--- src/rtl/stall_detection.sv ---
// -----------------------------------------------------------------------------
// stall_detection
//
// Hazard detector for a 5-stage MIPS-subset pipeline (LW, SW, R-type, BEQ, J,
// ADDI). It compares opcodes and register fields across the ID, EX and MEM
// stages and produces two independent stall requests:
//   IDstall : a BEQ in ID needs an operand that is not yet available in ID
//             (branches resolve in ID, so they cannot use EX/MEM forwarding).
//   EXstall : a load in MEM feeds an instruction in EX (load-use) in a way
//             that forwarding cannot cover.
// Two saturating counters record how many cycles each stall was high.
//
// Ports
//   EXop, EXrd, EXrs, EXrt  in   opcode/rd/rs/rt of the EX instruction
//   IDop, IDrs, IDrt        in   opcode/rs/rt of the ID instruction
//   MEMop, MEMrt            in   opcode/rt of the MEM instruction
//   IDstall                 out  freeze PC/IF/ID, bubble into EX (comb.)
//   EXstall                 out  freeze PC/IF/ID/EX, bubble into MEM (comb.)
//   clk                     in   clock; counters update on the rising edge
//   reset                   in   synchronous, active-high; clears counters
//   id_stall_count          out  CNT_W-bit count of cycles with IDstall high
//   ex_stall_count          out  CNT_W-bit count of cycles with EXstall high
//
// Parameters
//   CNT_W  width of each stall counter (default 16)
//
// Build option
//   ZERO_REG_FILTER_EN  when defined, a match on register 0 never stalls,
//                       because $zero is never written. When undefined,
//                       register 0 is compared like any other register.
// -----------------------------------------------------------------------------
module stall_detection #(
  parameter int CNT_W = 16
) (
  input  logic [5:0]       EXop,
  input  logic [4:0]       EXrd,
  input  logic [4:0]       EXrs,
  input  logic [4:0]       EXrt,
  input  logic [5:0]       IDop,
  input  logic [4:0]       IDrs,
  input  logic [4:0]       IDrt,
  input  logic [5:0]       MEMop,
  input  logic [4:0]       MEMrt,
  output logic             IDstall,
  output logic             EXstall,
  input  logic             clk,
  input  logic             reset,
  output logic [CNT_W-1:0] id_stall_count,
  output logic [CNT_W-1:0] ex_stall_count
);

  // ---------------------------------------------------------------------------
  // Opcodes
  // ---------------------------------------------------------------------------
  localparam logic [5:0] OP_LW    = 6'b100011;
  localparam logic [5:0] OP_SW    = 6'b101011;
  localparam logic [5:0] OP_RTYPE = 6'b000000;
  localparam logic [5:0] OP_BEQ   = 6'b000100;
  localparam logic [5:0] OP_ADDI  = 6'b001000;

  localparam logic [CNT_W-1:0] CNT_ONE = {{(CNT_W-1){1'b0}}, 1'b1};
  localparam logic [CNT_W-1:0] CNT_MAX = {CNT_W{1'b1}};

  // ---------------------------------------------------------------------------
  // Register-field comparison. With the filter enabled, a producer whose
  // destination is $zero can never create a real dependency.
  // ---------------------------------------------------------------------------
  function automatic logic reg_match(input logic [4:0] a, input logic [4:0] b);
`ifdef ZERO_REG_FILTER_EN
    return (a == b) && (a != 5'd0);
`else
    return (a == b);
`endif
  endfunction

  // ---------------------------------------------------------------------------
  // Opcode decode
  // ---------------------------------------------------------------------------
  logic w_id_is_beq;
  logic w_ex_is_rtype;
  logic w_ex_is_lw;
  logic w_ex_is_sw;
  logic w_ex_is_addi;
  logic w_mem_is_lw;

  assign w_id_is_beq   = (IDop  == OP_BEQ);
  assign w_ex_is_rtype = (EXop  == OP_RTYPE);
  assign w_ex_is_lw    = (EXop  == OP_LW);
  assign w_ex_is_sw    = (EXop  == OP_SW);
  assign w_ex_is_addi  = (EXop  == OP_ADDI);
  assign w_mem_is_lw   = (MEMop == OP_LW);

  // ---------------------------------------------------------------------------
  // ID-stage branch hazard.
  // The destination of an R-type is rd; LW and ADDI write rt. J, SW and BEQ
  // write nothing, so they never appear as producers here. A load in MEM has
  // not returned its data in time for a branch comparing in ID.
  // ---------------------------------------------------------------------------
  logic w_ex_rtype_hit;
  logic w_ex_itype_hit;
  logic w_mem_load_hit;

  assign w_ex_rtype_hit = w_ex_is_rtype &&
                          (reg_match(EXrd, IDrs) || reg_match(EXrd, IDrt));
  assign w_ex_itype_hit = (w_ex_is_lw || w_ex_is_addi) &&
                          (reg_match(EXrt, IDrs) || reg_match(EXrt, IDrt));
  assign w_mem_load_hit = w_mem_is_lw &&
                          (reg_match(MEMrt, IDrs) || reg_match(MEMrt, IDrt));

  assign IDstall = w_id_is_beq &&
                   (w_ex_rtype_hit || w_ex_itype_hit || w_mem_load_hit);

  // ---------------------------------------------------------------------------
  // EX-stage load-use hazard.
  // R-type reads both rs and rt in EX. LW, SW and ADDI read only rs in EX as
  // the address/operand; SW's rt is store data, which is consumed in MEM and
  // can be forwarded from the load there, so it is deliberately excluded.
  // ---------------------------------------------------------------------------
  logic w_lu_rtype_hit;
  logic w_lu_base_hit;

  assign w_lu_rtype_hit = w_ex_is_rtype &&
                          (reg_match(MEMrt, EXrs) || reg_match(MEMrt, EXrt));
  assign w_lu_base_hit  = (w_ex_is_lw || w_ex_is_sw || w_ex_is_addi) &&
                          reg_match(MEMrt, EXrs);

  assign EXstall = w_mem_is_lw && (w_lu_rtype_hit || w_lu_base_hit);

  // ---------------------------------------------------------------------------
  // Saturating stall-cycle counters. Reset wins over increment.
  // ---------------------------------------------------------------------------
  logic [CNT_W-1:0] r_id_stall_count;
  logic [CNT_W-1:0] r_ex_stall_count;

  always_ff @(posedge clk) begin
    if (reset) begin
      r_id_stall_count <= '0;
    end else if (IDstall && (r_id_stall_count != CNT_MAX)) begin
      r_id_stall_count <= r_id_stall_count + CNT_ONE;
    end
  end

  always_ff @(posedge clk) begin
    if (reset) begin
      r_ex_stall_count <= '0;
    end else if (EXstall && (r_ex_stall_count != CNT_MAX)) begin
      r_ex_stall_count <= r_ex_stall_count + CNT_ONE;
    end
  end

  assign id_stall_count = r_id_stall_count;
  assign ex_stall_count = r_ex_stall_count;

endmodule

--- config.mk ---
export PLATFORM = sky130hd
export DESIGN_NAME = stall_detection
export DESIGN_NICKNAME = d
export VERILOG_FILES = /design/src/rtl/stall_detection.sv
export SDC_FILE = /design/constraint.sdc
export NUM_CORES = 1
export LEC_CHECK = 0
export CAP_MARGIN = 40
export CORE_ASPECT_RATIO = 0.9
export CORE_UTILIZATION = 45
export DETAILED_ROUTE_END_ITERATION = 16
export PLACE_DENSITY = 0.81
export SLEW_MARGIN = 20
export SYNTH_ARGS = -nofsm -noshare
export SYNTH_HDL_FRONTEND = slang
export SYNTH_SLANG_ARGS = --single-unit
--- constraint.sdc ---
create_clock -name clk -period 3.2 [get_ports clk]
set_input_delay 0.48 -clock clk [delete_from_list [all_inputs] [get_ports clk]]
set_output_delay 0.48 -clock clk [all_outputs]
set_load 0.02 [all_outputs]
## Word-level counts from Yosys, hierarchy flattened

Cells that the tools add are included.

| operators by class | value |
|---|---|
| $add $sub $neg | 2 |
| equal/unequal tests | 15 |
| reductions and logical operators | 20 |

Operator list:

| cell | count |
|---|---|
| $eq 5x5->1 | 8 |
| $add 16x1->16 const B | 2 |
| $ne 16x16->1 const B | 2 |
| $eq 6x6->1 const B | 3 |
| $logic_or 1x1->1 | 10 |
| $logic_and 1x1->1 | 9 |
| $eq 6x3->1 const B | 1 |
| $eq 6x4->1 const B | 1 |
| $logic_not 6->1 | 1 |

| storage, ports and cells | value |
|---|---|
| bits in registers | 32 |
| word-level logic and storage cells | 39 |

## Longest topological paths before layout

| depth | value |
|---|---|
| depth after elaboration | 7 |
| gate-level depth with buffers | 9 |
| gate-level depth less buffers | 7 |

## Worst setup path after synthesis

No wires, ideal clock.

| timing path | value |
|---|---|
| kind | input-to-output |
| from | in MEMop[2] |
| to | out IDstall |
| arrival | 1.603 ns |
| required time | 2.720 ns |
| slack | 1.117 ns |
| cell stages on the path | 6 |
| buffers on the path | 1 |
| cells stage by stage | and4bb_1 > nand4_1 > o22ai_2 > a211oi_2 > buf_2 > nor2_1 |

| between the ends | value |
|---|---|
| word-level cells in the longest chain between the ends | 4 |

RTL lines:

| item | RTL line | RTL |
|---|---|---|
| start: declaration | 42 | `input logic [5:0] MEMop,` |
| $eq 6x6->1 | 91 | `assign w_mem_is_lw = (MEMop == OP_LW);` |
| $logic_and 1x1->1 | 107 | `assign w_mem_load_hit = w_mem_is_lw &&` |
| $logic_or 1x1->1 | 111 | `(w_ex_rtype_hit \|\| w_ex_itype_hit \|\| w_mem_load_hit);` |
| $logic_and 1x1->1 | 110 | `assign IDstall = w_id_is_beq &&` |
| end: declaration | 44 | `output logic IDstall,` |

No other way between the ends.

## Final worst setup path

| timing path | value |
|---|---|
| from | in MEMrt[0] |
| to | out EXstall |

| between the ends | value |
|---|---|
| word-level cells in the longest chain between the ends | 5 |
| elaborated cells on any way between the ends | 7 |
| classes of those cells | 2 x eq/ne; 5 x reduce/logical |

RTL lines:

| item | RTL line | RTL |
|---|---|---|
| start: declaration | 43 | `input logic [4:0] MEMrt,` |
| $eq 5x5->1 | 72 | `return (a == b);` |
| $logic_or 1x1->1 | 123 | `(reg_match(MEMrt, EXrs) \|\| reg_match(MEMrt, EXrt));` |
| $logic_and 1x1->1 | 122 | `assign w_lu_rtype_hit = w_ex_is_rtype &&` |
| $logic_or 1x1->1 (*) | 127 | `assign EXstall = w_mem_is_lw && (w_lu_rtype_hit \|\| w_lu_base_hit);` |
| $logic_and 1x1->1 (*) | 127 |  |
| end: declaration | 45 | `output logic EXstall,` |

Every way passes the cells marked *; elsewhere a longest branch is shown, timed or not.

==> qor.yml <==
run_status:
  status: "completed"
clocking:
  cts-root-buf: "clkbuf_8"
  cts_hold_buf: 0
  cts_sinks: 32
  insertion_delay_ns: 0.28
  cts_buffer_depth: 2
  cts_tree: "yes"
  cts_resized: 0
  cts_htree_levels: 2
  post_cts_buffers: 0
  path_clk_slew_ns: 0.07
  cts_made_buffers: 5
timing:
  hold_viol: 0
  tns_ns: 0
  max_freq_mhz: 338
  worst_slew_pin_slew_ns: 0.769
  setup_violations: 0
  rsz0062_at_grt: "no"
  clock_skew_ns: 0.00764
  min_period_over_period: 0.925
  slew_violations: 0
  period_needed_ns: 2.96
  max_slew_margin: 0.484
power:
  pwr-share-seq: 0.423
  p_int_mw: 0.723
  p_clk_frac: 0.410
  swShare: 0.233
  power_density_mw_per_mm2: 292
  leakagePower_nw: 0.965
  ir_drop_mv: 0.297
  power.share.combinational: 0.168
  p_switching_mw: 0.219
floorplan:
  rows: 24
  io_pins: 84
  die_area_mm2: 0.00533
  chipHeight_um: 69.3
  coreArea_mm2: 0.00483
  fp.dieW_um: 76.8
  start_util: 0.469
yosys:
  syn-num-nets: 330
  ys_ff_latch: 32
  yosys_warnings: 0
  syn_inst: 278
  postSynthAreaPerCell_um2: 8.16
  synth_ff_type: "dfxtp_1"
  synth_cell_types: 48
  synth_area_mm2: 0.00227
  synth_seq_area_share: 0.283
  async_reset_ff_frac: 0
  synth_edf_count: 0
place:
  port_buffers: 83
  post-dp-hpwl_um: 4590
  place_congestion: 0.807
worst_setup_path:
  crit_arrival_ns: 2.48
  cp.required_ns: 2.72
  startpoint_type: "primary input"
  worstRegToRegCells: 5
  worst-setup-path-type: "in -> out"
  worstPathMaxFanout: 4
  cp-end-kind: "output pin"
global_route:
  grt_pass1_vias: 2383
  grt.overflow.total: 0
  antenna_found_initial: 0
  grtUsageTotal: 0.237
  grt_max_degree: 30
  grt_pass1_wl_um: 10400
cells_and_area:
  nNetsFinal: 406
  drive_above_1_share: 0.0620
  final_util: 0.666
  fillers: 439
  final_cell_mix: "83 x clkdlybuf4s50_1, 40 x xnor2_1, 32 x dfxtp_1"
  areaGrowthSynthToFinish_pct: 42.1
  final_common_cell: "clkdlybuf4s50_1"
  antenna_cells: 0
routing:
  via_per_inst: 5.68
  drc: 0
  finalWirelength_um: 5960
  final_antenna_net_count: 0
  first_iter_violations: 110
  first_pass_iters: 8
  num_vias: 2386
  wl_per_cell_um: 14.2
flow_run:
  maxCapViolCount: 0
worst_hold_path:
  holdCritPathClass: "reg -> reg"
  hold_depth: 2
[logic make-up after synthesis]
kind of cell,synth area share
adders and majority gates,0.0110
and+or+nand+nor,0.306
DFF,0.283
AOI/OAI and AO/OA,0.168
xor gates and xnor gates,0.158
buffers and inverters,0.0458
muxes,0.0287
[cell type report]
type                    instances  area (um2)  area share
clock inverters                 2        35.0      0.0109
clock buffers                   6        72.6      0.0225
repair buffers                 85         846       0.263
multi-input cells             224        1520       0.473
inverters                       6        22.5     0.00699
flip-flops and latches         32         641       0.199
well taps                      65        81.3      0.0253
[synth_stat cells (all sizes together) (2+ instances only)]
master | count | area, um2
buf | 7 | 43.8
dfxtp | 32 | 641
and3 | 2 | 12.5
and4 | 3 | 26.3
nand2 | 14 | 52.6
o31ai | 12 | 90.1
nor4 | 4 | 37.5
o22ai | 4 | 37.5
inv | 6 | 22.5
o21ai | 13 | 65.1
xnor2 | 40 | 350
or4 | 12 | 90.1
and2 | 3 | 18.8
clkbuf | 9 | 37.5
a21oi | 24 | 120
nand3 | 24 | 125
or3 | 12 | 75.1
ha | 2 | 25.0
nor3 | 6 | 56.3
nor2 | 12 | 45.0
mux2i | 2 | 20.0
nand4 | 12 | 75.1
mux2 | 4 | 45.0
a211oi | 2 | 20.0
nor2b | 5 | 31.3
[flip-flops by register name, indices dropped and copies added (netlist names)]
| name | count |
|---|---|
| id_stall_count | 16 |
| ex_stall_count | 16 |
[routing by layer]
metal / global-route usage / routed length (um)
met5: 0 / 0
met2: 0.427 / 3080
met4: 0.0748 / 41
met1: 0.276 / 2530
met3: 0.0526 / 305
[power by group through the flow]
| stage | logic, mW | registers [mW] | clock network (mW) |
|---|---|---|---|
| finish | 0.158 | 0.398 | 0.386 |
| floorplan | 0.0728 | 0.407 | 0 |
| detailed placement | 0.158 | 0.407 | 0 |
| global route | 0.171 | 0.398 | 0.410 |
| CTS | 0.159 | 0.398 | 0.392 |
| global placement | 0.155 | 0.407 | 0 |
[stage by stage]
| step | setup WS, ns | instance area, um2 | instances | power, mW | hold WS, ns |
|---|---|---|---|---|---|
| 2_1_floorplan | 1.12 | 2270 | 278 | 0.480 | 0.570 |
| 3_3_place_gp | 0.299 | 3110 | 412 | 0.562 | 0.487 |
| 3_5_place_dp | 0.271 | 3110 | 412 | 0.565 | 0.504 |
| 4_1_cts | 0.259 | 3220 | 420 | 0.949 | 0.519 |
| 5_1_grt | 0.149 | 3220 | 420 | 0.978 | 0.552 |
| 6_report | 0.239 | 3220 | 420 | 0.942 | 0.523 |
[critical path: stages]
cell             delay [ns]
clkdlybuf4s50_1        0.59
xnor2_1                0.17
nand3_1                0.12
o22ai_1                0.29
and2_1                 0.21
clkdlybuf4s50_1        0.63
[path summary, 6_finish.rpt]
check	end	slack, ns	startpoint
worst min register to register	ex_stall_count[6]	0.52	ex_stall_count[6]
worst max register to register	id_stall_count[1]	1.06	id_stall_count[7]
worst max-delay path	EXstall	0.24	MEMrt[0]
worst min-delay path	ex_stall_count[6]	0.52	ex_stall_count[6]
(Power assumes the default switching activity.)
